$ cat config.mk
export PLATFORM = sky130hd
export DESIGN_NAME = mem_req_ctrl
export DESIGN_NICKNAME = d
export VERILOG_FILES = /design/src/rtl/mem_req_ctrl.sv
export SDC_FILE = /design/constraint.sdc
export NUM_CORES = 1
export LEC_CHECK = 0
export CAP_MARGIN = 25
export CORE_UTILIZATION = 43
export CTS_CLUSTER_SIZE = 14
export DETAILED_ROUTE_END_ITERATION = 7
export GPL_ROUTABILITY_DRIVEN = 0
export PLACE_DENSITY = 0.8
export SKIP_CTS_REPAIR_TIMING = 1
export SLEW_MARGIN = 40
export SYNTH_ARGS = -nofsm -noshare
export SYNTH_HDL_FRONTEND = slang
export SYNTH_SLANG_ARGS = --single-unit
export TNS_END_PERCENT = 1
$ cat constraint.sdc
create_clock -name clk -period 2.65 [get_ports clk]
set_input_delay 0.53 -clock clk [delete_from_list [all_inputs] [get_ports clk]]
set_output_delay 0.53 -clock clk [all_outputs]
set_load 0.01 [all_outputs]
$ cat src/rtl/mem_req_ctrl.sv
// Load/store request controller between the execute stage and the D-cache.
// Latency: load wb_valid two cycles after accept at best; misaligned ops one cycle. Backpressure: stall while a cache op is outstanding.
module mem_req_ctrl (
  input  logic        clk,
  input  logic        rstn,
  input  logic        req_valid,
  input  logic        req_write,
  input  logic [31:0] req_addr,
  input  logic [1:0]  req_width,
  input  logic        req_sign,
  input  logic [4:0]  req_rd,
  input  logic [31:0] req_wdata,
  input  logic        flush,
  output logic        cache_valid,
  output logic        cache_op,
  output logic [31:0] cache_addr,
  output logic [3:0]  cache_wtype,
  output logic [31:0] cache_wdata,
  input  logic        cache_data_valid,
  input  logic [31:0] cache_rdata,
  input  logic [6:0]  cache_exception,
  output logic        wb_valid,
  output logic [4:0]  wb_rd,
  output logic [31:0] wb_data,
  output logic [6:0]  wb_exp,
  output logic [31:0] wb_badv,
  output logic        stall
);

  localparam logic [6:0] EXC_ALE = 7'h09;

  typedef enum logic [1:0] {ST_IDLE, ST_WAIT, ST_DONE} state_t;

  state_t      state_q, state_d;
  logic        cancel_q, cancel_d;

  logic        r_write;
  logic [31:0] r_addr;
  logic [1:0]  r_width;
  logic        r_sign;
  logic [4:0]  r_rd;
  logic [31:0] r_wdata;

  logic        wb_valid_q, wb_valid_d;
  logic [4:0]  wb_rd_d;
  logic [31:0] wb_data_d;
  logic [6:0]  wb_exp_d;
  logic [31:0] wb_badv_d;

  logic        accept;
  logic        misaligned;
  logic        complete;
  logic        mis_done;
  logic [31:0] rdata_sh;
  logic [31:0] load_val;

  always_comb begin
    misaligned = 1'b0;
    case (req_width)
      2'b00:   misaligned = 1'b0;
      2'b01:   misaligned = req_addr[0];
      default: misaligned = |req_addr[1:0];
    endcase
  end

  // Next state; a flush seen in WAIT cancels the result but the cache op still runs to completion.
  always_comb begin
    state_d  = state_q;
    cancel_d = cancel_q;
    accept   = 1'b0;
    complete = 1'b0;
    case (state_q)
      ST_WAIT: begin
        if (flush) cancel_d = 1'b1;
        if (cache_data_valid) begin
          cancel_d = 1'b0;
          if (cancel_q || flush) begin
            state_d = ST_IDLE;
          end else begin
            state_d  = ST_DONE;
            complete = 1'b1;
          end
        end
      end
      default: begin
        if (flush) begin
          state_d = ST_IDLE;
        end else if (req_valid) begin
          accept  = 1'b1;
          state_d = misaligned ? ST_DONE : ST_WAIT;
        end else begin
          state_d = ST_IDLE;
        end
      end
    endcase
  end

  assign mis_done = accept & misaligned;

  always_comb begin
    rdata_sh = cache_rdata >> {r_addr[1:0], 3'b000};
    load_val = rdata_sh;
    case (r_width)
      2'b00:   load_val = {{24{r_sign & rdata_sh[7]}}, rdata_sh[7:0]};
      2'b01:   load_val = {{16{r_sign & rdata_sh[15]}}, rdata_sh[15:0]};
      default: load_val = rdata_sh;
    endcase
  end

  always_comb begin
    wb_valid_d = complete | mis_done;
    wb_rd_d    = '0;
    wb_data_d  = '0;
    wb_exp_d   = '0;
    wb_badv_d  = '0;
    if (complete) begin
      if (cache_exception != 7'd0) begin
        wb_exp_d  = cache_exception;
        wb_badv_d = r_addr;
      end else if (!r_write) begin
        wb_rd_d   = r_rd;
        wb_data_d = load_val;
      end
    end else if (mis_done) begin
      wb_exp_d  = EXC_ALE;
      wb_badv_d = req_addr;
    end
  end

  always_ff @(posedge clk or negedge rstn) begin
    if (!rstn) begin
      state_q    <= ST_IDLE;
      cancel_q   <= 1'b0;
      r_write    <= 1'b0;
      r_addr     <= '0;
      r_width    <= '0;
      r_sign     <= 1'b0;
      r_rd       <= '0;
      r_wdata    <= '0;
      wb_valid_q <= 1'b0;
      wb_rd      <= '0;
      wb_data    <= '0;
      wb_exp     <= '0;
      wb_badv    <= '0;
    end else begin
      state_q    <= state_d;
      cancel_q   <= cancel_d;
      wb_valid_q <= wb_valid_d;
      wb_rd      <= wb_rd_d;
      wb_data    <= wb_data_d;
      wb_exp     <= wb_exp_d;
      wb_badv    <= wb_badv_d;
      if (accept) begin
        r_write <= req_write;
        r_addr  <= req_addr;
        r_width <= req_width;
        r_sign  <= req_sign;
        r_rd    <= req_rd;
        r_wdata <= req_wdata;
      end
    end
  end

  // A flush arriving in the DONE cycle must still kill the pulse already registered.
  assign wb_valid = wb_valid_q & ~flush;
  assign stall    = (state_q == ST_WAIT);

  assign cache_valid = (state_q == ST_WAIT);
  assign cache_op    = r_write;
  assign cache_addr  = r_addr;

  always_comb begin
    cache_wtype = 4'b0000;
    cache_wdata = r_wdata;
    case (r_width)
      2'b00: begin
        cache_wtype = 4'b0001 << r_addr[1:0];
        cache_wdata = {4{r_wdata[7:0]}};
      end
      2'b01: begin
        cache_wtype = 4'b0011 << r_addr[1:0];
        cache_wdata = {2{r_wdata[15:0]}};
      end
      default: begin
        cache_wtype = 4'b1111;
        cache_wdata = r_wdata;
      end
    endcase
    if (!r_write) cache_wtype = 4'b0000;
  end

endmodule

==> results.json, run 1 <==
{
  "fillerInstances": 1041,
  "avgRoutedWirePerCell_microns": 19.2,
  "cap_violations": 0,
  "p_seq_share_pct": 38.3,
  "grt_pass1_vias": 5637,
  "power_frac_comb_pct": 26.1,
  "intPower_uw": 5310,
  "die_w_microns": 125,
  "die_area_sq_um": 15600,
  "ir_worst_vdd_mv": 0.478,
  "path_class": "reg2out",
  "syn_area_sq_um": 6490,
  "fin_crit_sh_pct": 96.3,
  "syn_inst": 531,
  "htreeDepth": 4,
  "area_growth_pct": 54.5,
  "worst_slack_ps": 97.1,
  "ys_seq_area_share_pct": 59.0,
  "p_leak_uw": 0.00431,
  "dp_hpwl_mm": 13.4,
  "nets": 906,
  "finalSetupTns_ps": 0,
  "root_buffer": "clkbuf_16",
  "pre_cts_ws_ps": -182,
  "worstPathMaxFanout": 8,
  "switching_power_uw": 2030,
  "grt_max_degree": 68,
  "start_kind": "flop",
  "layout-drive-gt1-share_pct": 18.5,
  "setup_viol": 0,
  "num_rows": 44,
  "antenna_found_initial": 0,
  "cts.clk_slew.worst_paths_ps": 60,
  "tightest_slew_ps": 645,
  "synth_top_area_share_pct": 59.0,
  "placed_cells": 954,
  "viasPerCell": 5.23,
  "synth_area_per_cell_sq_um": 12.2,
  "synth_edf_count": 0,
  "drt_wl_total_mm": 18.9,
  "clkLatencyLatePin_ps": 420,
  "clockBufferDepth": 2,
  "port_buffers": 264,
  "synthTopCellsByArea": "dfrtp_1 (59%), mux2_2 (14%), a22o_1 (4.3%)",
  "dr.pass1.iters": 7,
  "max_freq_mhz": 392,
  "grtUsageTotal_pct": 25.2,
  "syn_nets": 648,
  "synthTopCellsByCount": "dfrtp_1 (153), mux2_2 (83), nand2_1 (59)",
  "finClkSkew_ps": 6.11,
  "n_antenna_cell": 0,
  "ys_types": 31,
  "ys_warn_count": 0,
  "hold_viol": 0,
  "final_cells": 986,
  "fin_crit_ps": 2550,
  "slew_violations": 0,
  "worstHoldPathType": "in2async",
  "die_h_microns": 125,
  "cp-end-kind": "output pin",
  "io_pins": 265,
  "synth_most_common_cell": "dfrtp_1",
  "violations": "DRC",
  "cts_tree": "built",
  "cts-buffers-inserted": 17,
  "swShare_pct": 27.6,
  "drc": 30,
  "grt_first_pass_wirelength_mm": 29.9,
  "grt_remaining_overflow": 0,
  "clkSinkCount": 153,
  "p_clk_share_pct": 35.6,
  "start_util_pct": 44.3,
  "status": "complete, but fails checks",
  "cp.arrival_ps": 2020,
  "dr_total_vias": 5160,
  "ys.flop_type": "dfrtp_1",
  "cp.required_ps": 2120,
  "slew_headroom_pct": 56.9,
  "fin_util_pct": 68.4,
  "synth-async-reset-ratio_pct": 100,
  "fp.coreArea_sq_um": 14600,
  "synth.ff_latch_count": 153,
  "rsz0062_at_grt": "true",
  "yosys.area.top_type": "dfrtp_1",
  "first_iter_violations": 303,
  "powerDensity_nw_per_um2": 732,
  "ant_nets": 0
}
-- state kept, by name, summed over array words and instances (netlist names) --
name	cells
r_sign	1
wb_exp	7
wb_badv	32
r_rd	5
r_wdata	32
wb_data	32
cache_addr	32
wb_valid_q	1
state_q	2
cache_op	1
wb_rd	5
r_width	2
cancel_q	1
-- power groups by stage --
| stage | registers, uW | logic (uW) | clock network [uW] |
|---|---|---|---|
| floorplan | 2840 | 847 | 0 |
| global placement | 2820 | 1870 | 0 |
| detailed placement | 2840 | 1900 | 0 |
| CTS | 2800 | 1920 | 2660 |
| global route | 2840 | 2050 | 2750 |
| finish | 2810 | 1920 | 2610 |
-- area by class of cell --
class | instances | area [sq um] | area share, %
sequential | 153 | 3830 | 38.2
clock inverter | 13 | 190 | 1.90
timing repair buffer | 285 | 2870 | 28.6
inverter | 7 | 26.3 | 0.262
tap | 184 | 230 | 2.30
multi-input combinational | 325 | 2420 | 24.2
clock buffer | 19 | 453 | 4.52
-- cells in the final DEF (no fill, tap or decap), types with 2 or more instances in the layout --
master	count
a22o_1	32
a21oi_2	2
nand2_1	59
buf_4	15
clkbuf_16	17
clkdlybuf4s50_1	263
bufinv_16	4
nand2b_1	2
clkinvlp_4	4
nor2_1	17
o21ai_0	22
mux2_2	83
a21oi_1	28
a211oi_1	13
nand3_1	3
inv_1	7
or4_1	2
nor2b_1	14
o21a_1	3
dfrtp_1	151
a21o_1	2
and2_1	14
buf_12	5
inv_6	2
clkbuf_8	2
clkinv_4	2
dfrtp_2	2
buf_6	2
mux2i_1	18
-- path summary, 6_finish.rpt --
kind / start / slack (ps) / depth (start not counted) / to
setup / recovery: r_width[0] / 100 / 5 / cache_wdata[15]
hold / removal: rstn / 100 / 1 / cache_addr[6]
setup reg to reg: cache_addr[1] / 530 / 5 / wb_data[29]
hold reg to reg: r_rd[0] / 490 / 2 / wb_rd[0]
max in group asynchronous: rstn / 1810 / 2 / wb_badv[24]
min in group clk: r_rd[0] / 490 / 2 / wb_rd[0]
-- cell families after synthesis --
| group | share of synthesized area (%) |
|---|---|
| AO/OA/AOI/OAI | 11.3 |
| flip-flops | 59.0 |
| buffers and inverters | 4.05 |
| multiplexers | 17.2 |
| XOR/XNOR | 0.135 |
| AND/OR/NAND/NOR | 8.28 |
-- layer usage --
layer  vias to the layer above  global-route usage, %  share of wire (%)
met2                       220                   43.9                 51
met4                         0                   9.76                2.0
met1                      2550                   28.4                 39
met5                         -                      0                  0
li1                       2363                      -                  -
met3                        27                   8.42                8.2
-- critical path, stage by stage, from the launching register on --
cell	delay, ps
dfrtp_2	490
or2_4	310
buf_4	180
nand2_1	70
nand2_1	70
clkdlybuf4s50_1	480
-- through the flow --
stage / hold WS (ps) / cell area (sq um) / power, uW
after floorplan: 234 / 6490 / 3690
after global placement: 467 / 9360 / 4690
after detailed placement: 480 / 9360 / 4740
after CTS: 122 / 10000 / 7390
after global routing: 145 / 10000 / 7650
final: 103 / 10000 / 7340
No activity file was read; power rests on OpenSTA's default activity.
==> run 2: changes to the inputs <==
--- a/config.mk
+++ b/config.mk
@@ -6,6 +6,7 @@
 export NUM_CORES = 1
 export LEC_CHECK = 0
 export CAP_MARGIN = 25
+export CORE_ASPECT_RATIO = 1.4
 export CORE_UTILIZATION = 43
 export CTS_CLUSTER_SIZE = 14
 export DETAILED_ROUTE_END_ITERATION = 7
==> run 2 against run 1 <==
Net effect:
- the run now ends clean
- combinational power fell by 2%
- clock skew rose by 2.8 ps
- utilization rose by 0.29 points
- register-to-register slack improved by 20 ps
- critical path type unchanged
- largest cell class unchanged
- largest power group unchanged
==> results.json, run 2 (synthesis results as in run 1) <==
{
  "status": "finished clean",
  "intPower_uw": 5440,
  "clockBufferDepth": 2,
  "endpoint": "cache_wdata[11]",
  "area_growth_pct": 54.5,
  "grt_pass1_vias": 5419,
  "multiInputGateArea_sq_um": 2410,
  "tightest_slew_ps": 634,
  "viasPerCell": 5.19,
  "cp.required_ps": 2120,
  "ant_nets": 0,
  "drc": 0,
  "slowest_stage": "clkdlybuf4s50_1",
  "first_iter_violations": 199,
  "avgRoutedWirePerCell_microns": 18.5,
  "die_h_microns": 147,
  "fillerInstances": 1058,
  "final_cell_mix": "clkdlybuf4s50_1 (263), dfrtp_1 (150), mux2_2 (83)",
  "worstPathMaxFanout": 15,
  "rr_endpoint": "wb_data[21]",
  "num_rows": 52,
  "htreeDepth": 4,
  "cap_violations": 0,
  "layout-drive-gt1-share_pct": 17.7,
  "grt_first_pass_wirelength_mm": 28.4,
  "worstHoldPathType": "in2async",
  "clkLatencyLatePin_ps": 400,
  "swShare_pct": 26.7,
  "powerDensity_nw_per_um2": 741,
  "regArea_sq_um": 3830,
  "fin_crit_ps": 2540,
  "drt_wl_total_mm": 18.2,
  "crit_top_cell": "nand2_1",
  "final_common_cell": "clkdlybuf4s50_1",
  "slew_violations": 0,
  "final_cells": 987,
  "clkSinkCount": 153,
  "power_frac_comb_pct": 25.3,
  "die_w_microns": 106,
  "reg2reg_depth": 5,
  "path_cells": "or2_0 -> buf_4 -> nand2_1 -> nand2_1 -> clkdlybuf4s50_1",
  "grtUsageTotal_pct": 23.8,
  "whs_ps": 41.9,
  "path_class": "reg2out",
  "fp.coreArea_sq_um": 14600,
  "finClkSkew_ps": 8.95,
  "critical-path-max-stage-delay_ps": 520,
  "placed_cells": 956,
  "port_buffers": 264,
  "n_antenna_cell": 0,
  "cts.clk_slew.worst_paths_ps": 60,
  "setup_viol": 0,
  "fin_crit_sh_pct": 95.8,
  "die_area_sq_um": 15600,
  "p_leak_uw": 0.00431,
  "r2r_start": "cache_addr[1]",
  "slew_headroom_pct": 57.6,
  "rsz0062_at_grt": "false",
  "dr_total_vias": 5118,
  "switching_power_uw": 1990,
  "dr.pass1.iters": 4,
  "nets": 903,
  "antenna_found_initial": 0,
  "hold_viol": 0,
  "max_freq_mhz": 394,
  "root_buffer": "clkbuf_16",
  "io_pins": 265,
  "rrSetupSlack_ps": 550,
  "cts-buffers-inserted": 17,
  "cts_tree": "built",
  "p_clk_share_pct": 36.8,
  "crit_start": "r_width[0]",
  "cp-end-kind": "output pin",
  "grt_remaining_overflow": 0,
  "ir_worst_vdd_mv": 0.533,
  "dp_hpwl_mm": 13.6,
  "start_util_pct": 44.5,
  "cp.arrival_ps": 2010,
  "grt_max_degree": 61,
  "start_kind": "flop",
  "p_seq_share_pct": 37.8
}
run 2: per-stage QoR:
| step | setup TNS [ps] | utilization [%] | instance area, sq um | total power [uW] | setup slack [ps] |
|---|---|---|---|---|---|
| 2_1_floorplan | 0 | - | 6490 | 3690 | 229 |
| 3_3_place_gp | -1490 | 64.1 | 9350 | 4680 | -102 |
| 3_5_place_dp | -2530 | 64.1 | 9350 | 4730 | -163 |
| 4_1_cts | -236 | 68.7 | 10000 | 7490 | -52.5 |
| 5_1_grt | 0 | 68.7 | 10000 | 7740 | 5.61 |
| 6_report | 0 | 68.7 | 10000 | 7430 | 111 |
run 2: critical path, delay by kind of cell (launching register included):
kind,cells,cell delay (ps)
buffers and inverters,2,710
DFF,1,510
and+or+nand+nor,3,390
run 2: cell type report:
cell class,instances,area share (%)
clock buffer,18,4.28
timing repair buffer,282,28.4
sequential,153,38.3
multi-input combinational,325,24.1
inverter,7,0.262
tap,189,2.36
clock inverter,13,2.40
run 2: power groups by stage:
stage | logic [uW] | registers [uW] | clock network, uW
6_report | 1880 | 2810 | 2740
5_1_grt | 2010 | 2840 | 2890
3_3_place_gp | 1850 | 2830 | 0
4_1_cts | 1900 | 2810 | 2780
2_1_floorplan | 847 | 2840 | 0
3_5_place_dp | 1880 | 2850 | 0
run 2: worst min-delay path by stage:
stage / from / to / slack [ps] / cells past startpoint
after CTS: rstn / r_wdata[22] / 40 / 1
after detailed placement: rstn / r_wdata[22] / 480 / 1
after floorplan: rstn / cache_addr[0] / 230 / 0
after global routing: rstn / r_wdata[22] / 50 / 1
after global placement: r_rd[0] / wb_rd[0] / 470 / 2
final: rstn / r_wdata[22] / 40 / 1
run 2: routing by layer:
| metal | up-vias | part of all wire [%] | track usage [%] |
|---|---|---|---|
| li1 | 2354 | - | - |
| met1 | 2477 | 35 | 24.3 |
| met2 | 236 | 54 | 43.6 |
| met3 | 51 | 7.0 | 6.79 |
| met4 | 0 | 4.4 | 12.3 |
| met5 | - | 0 | 0 |
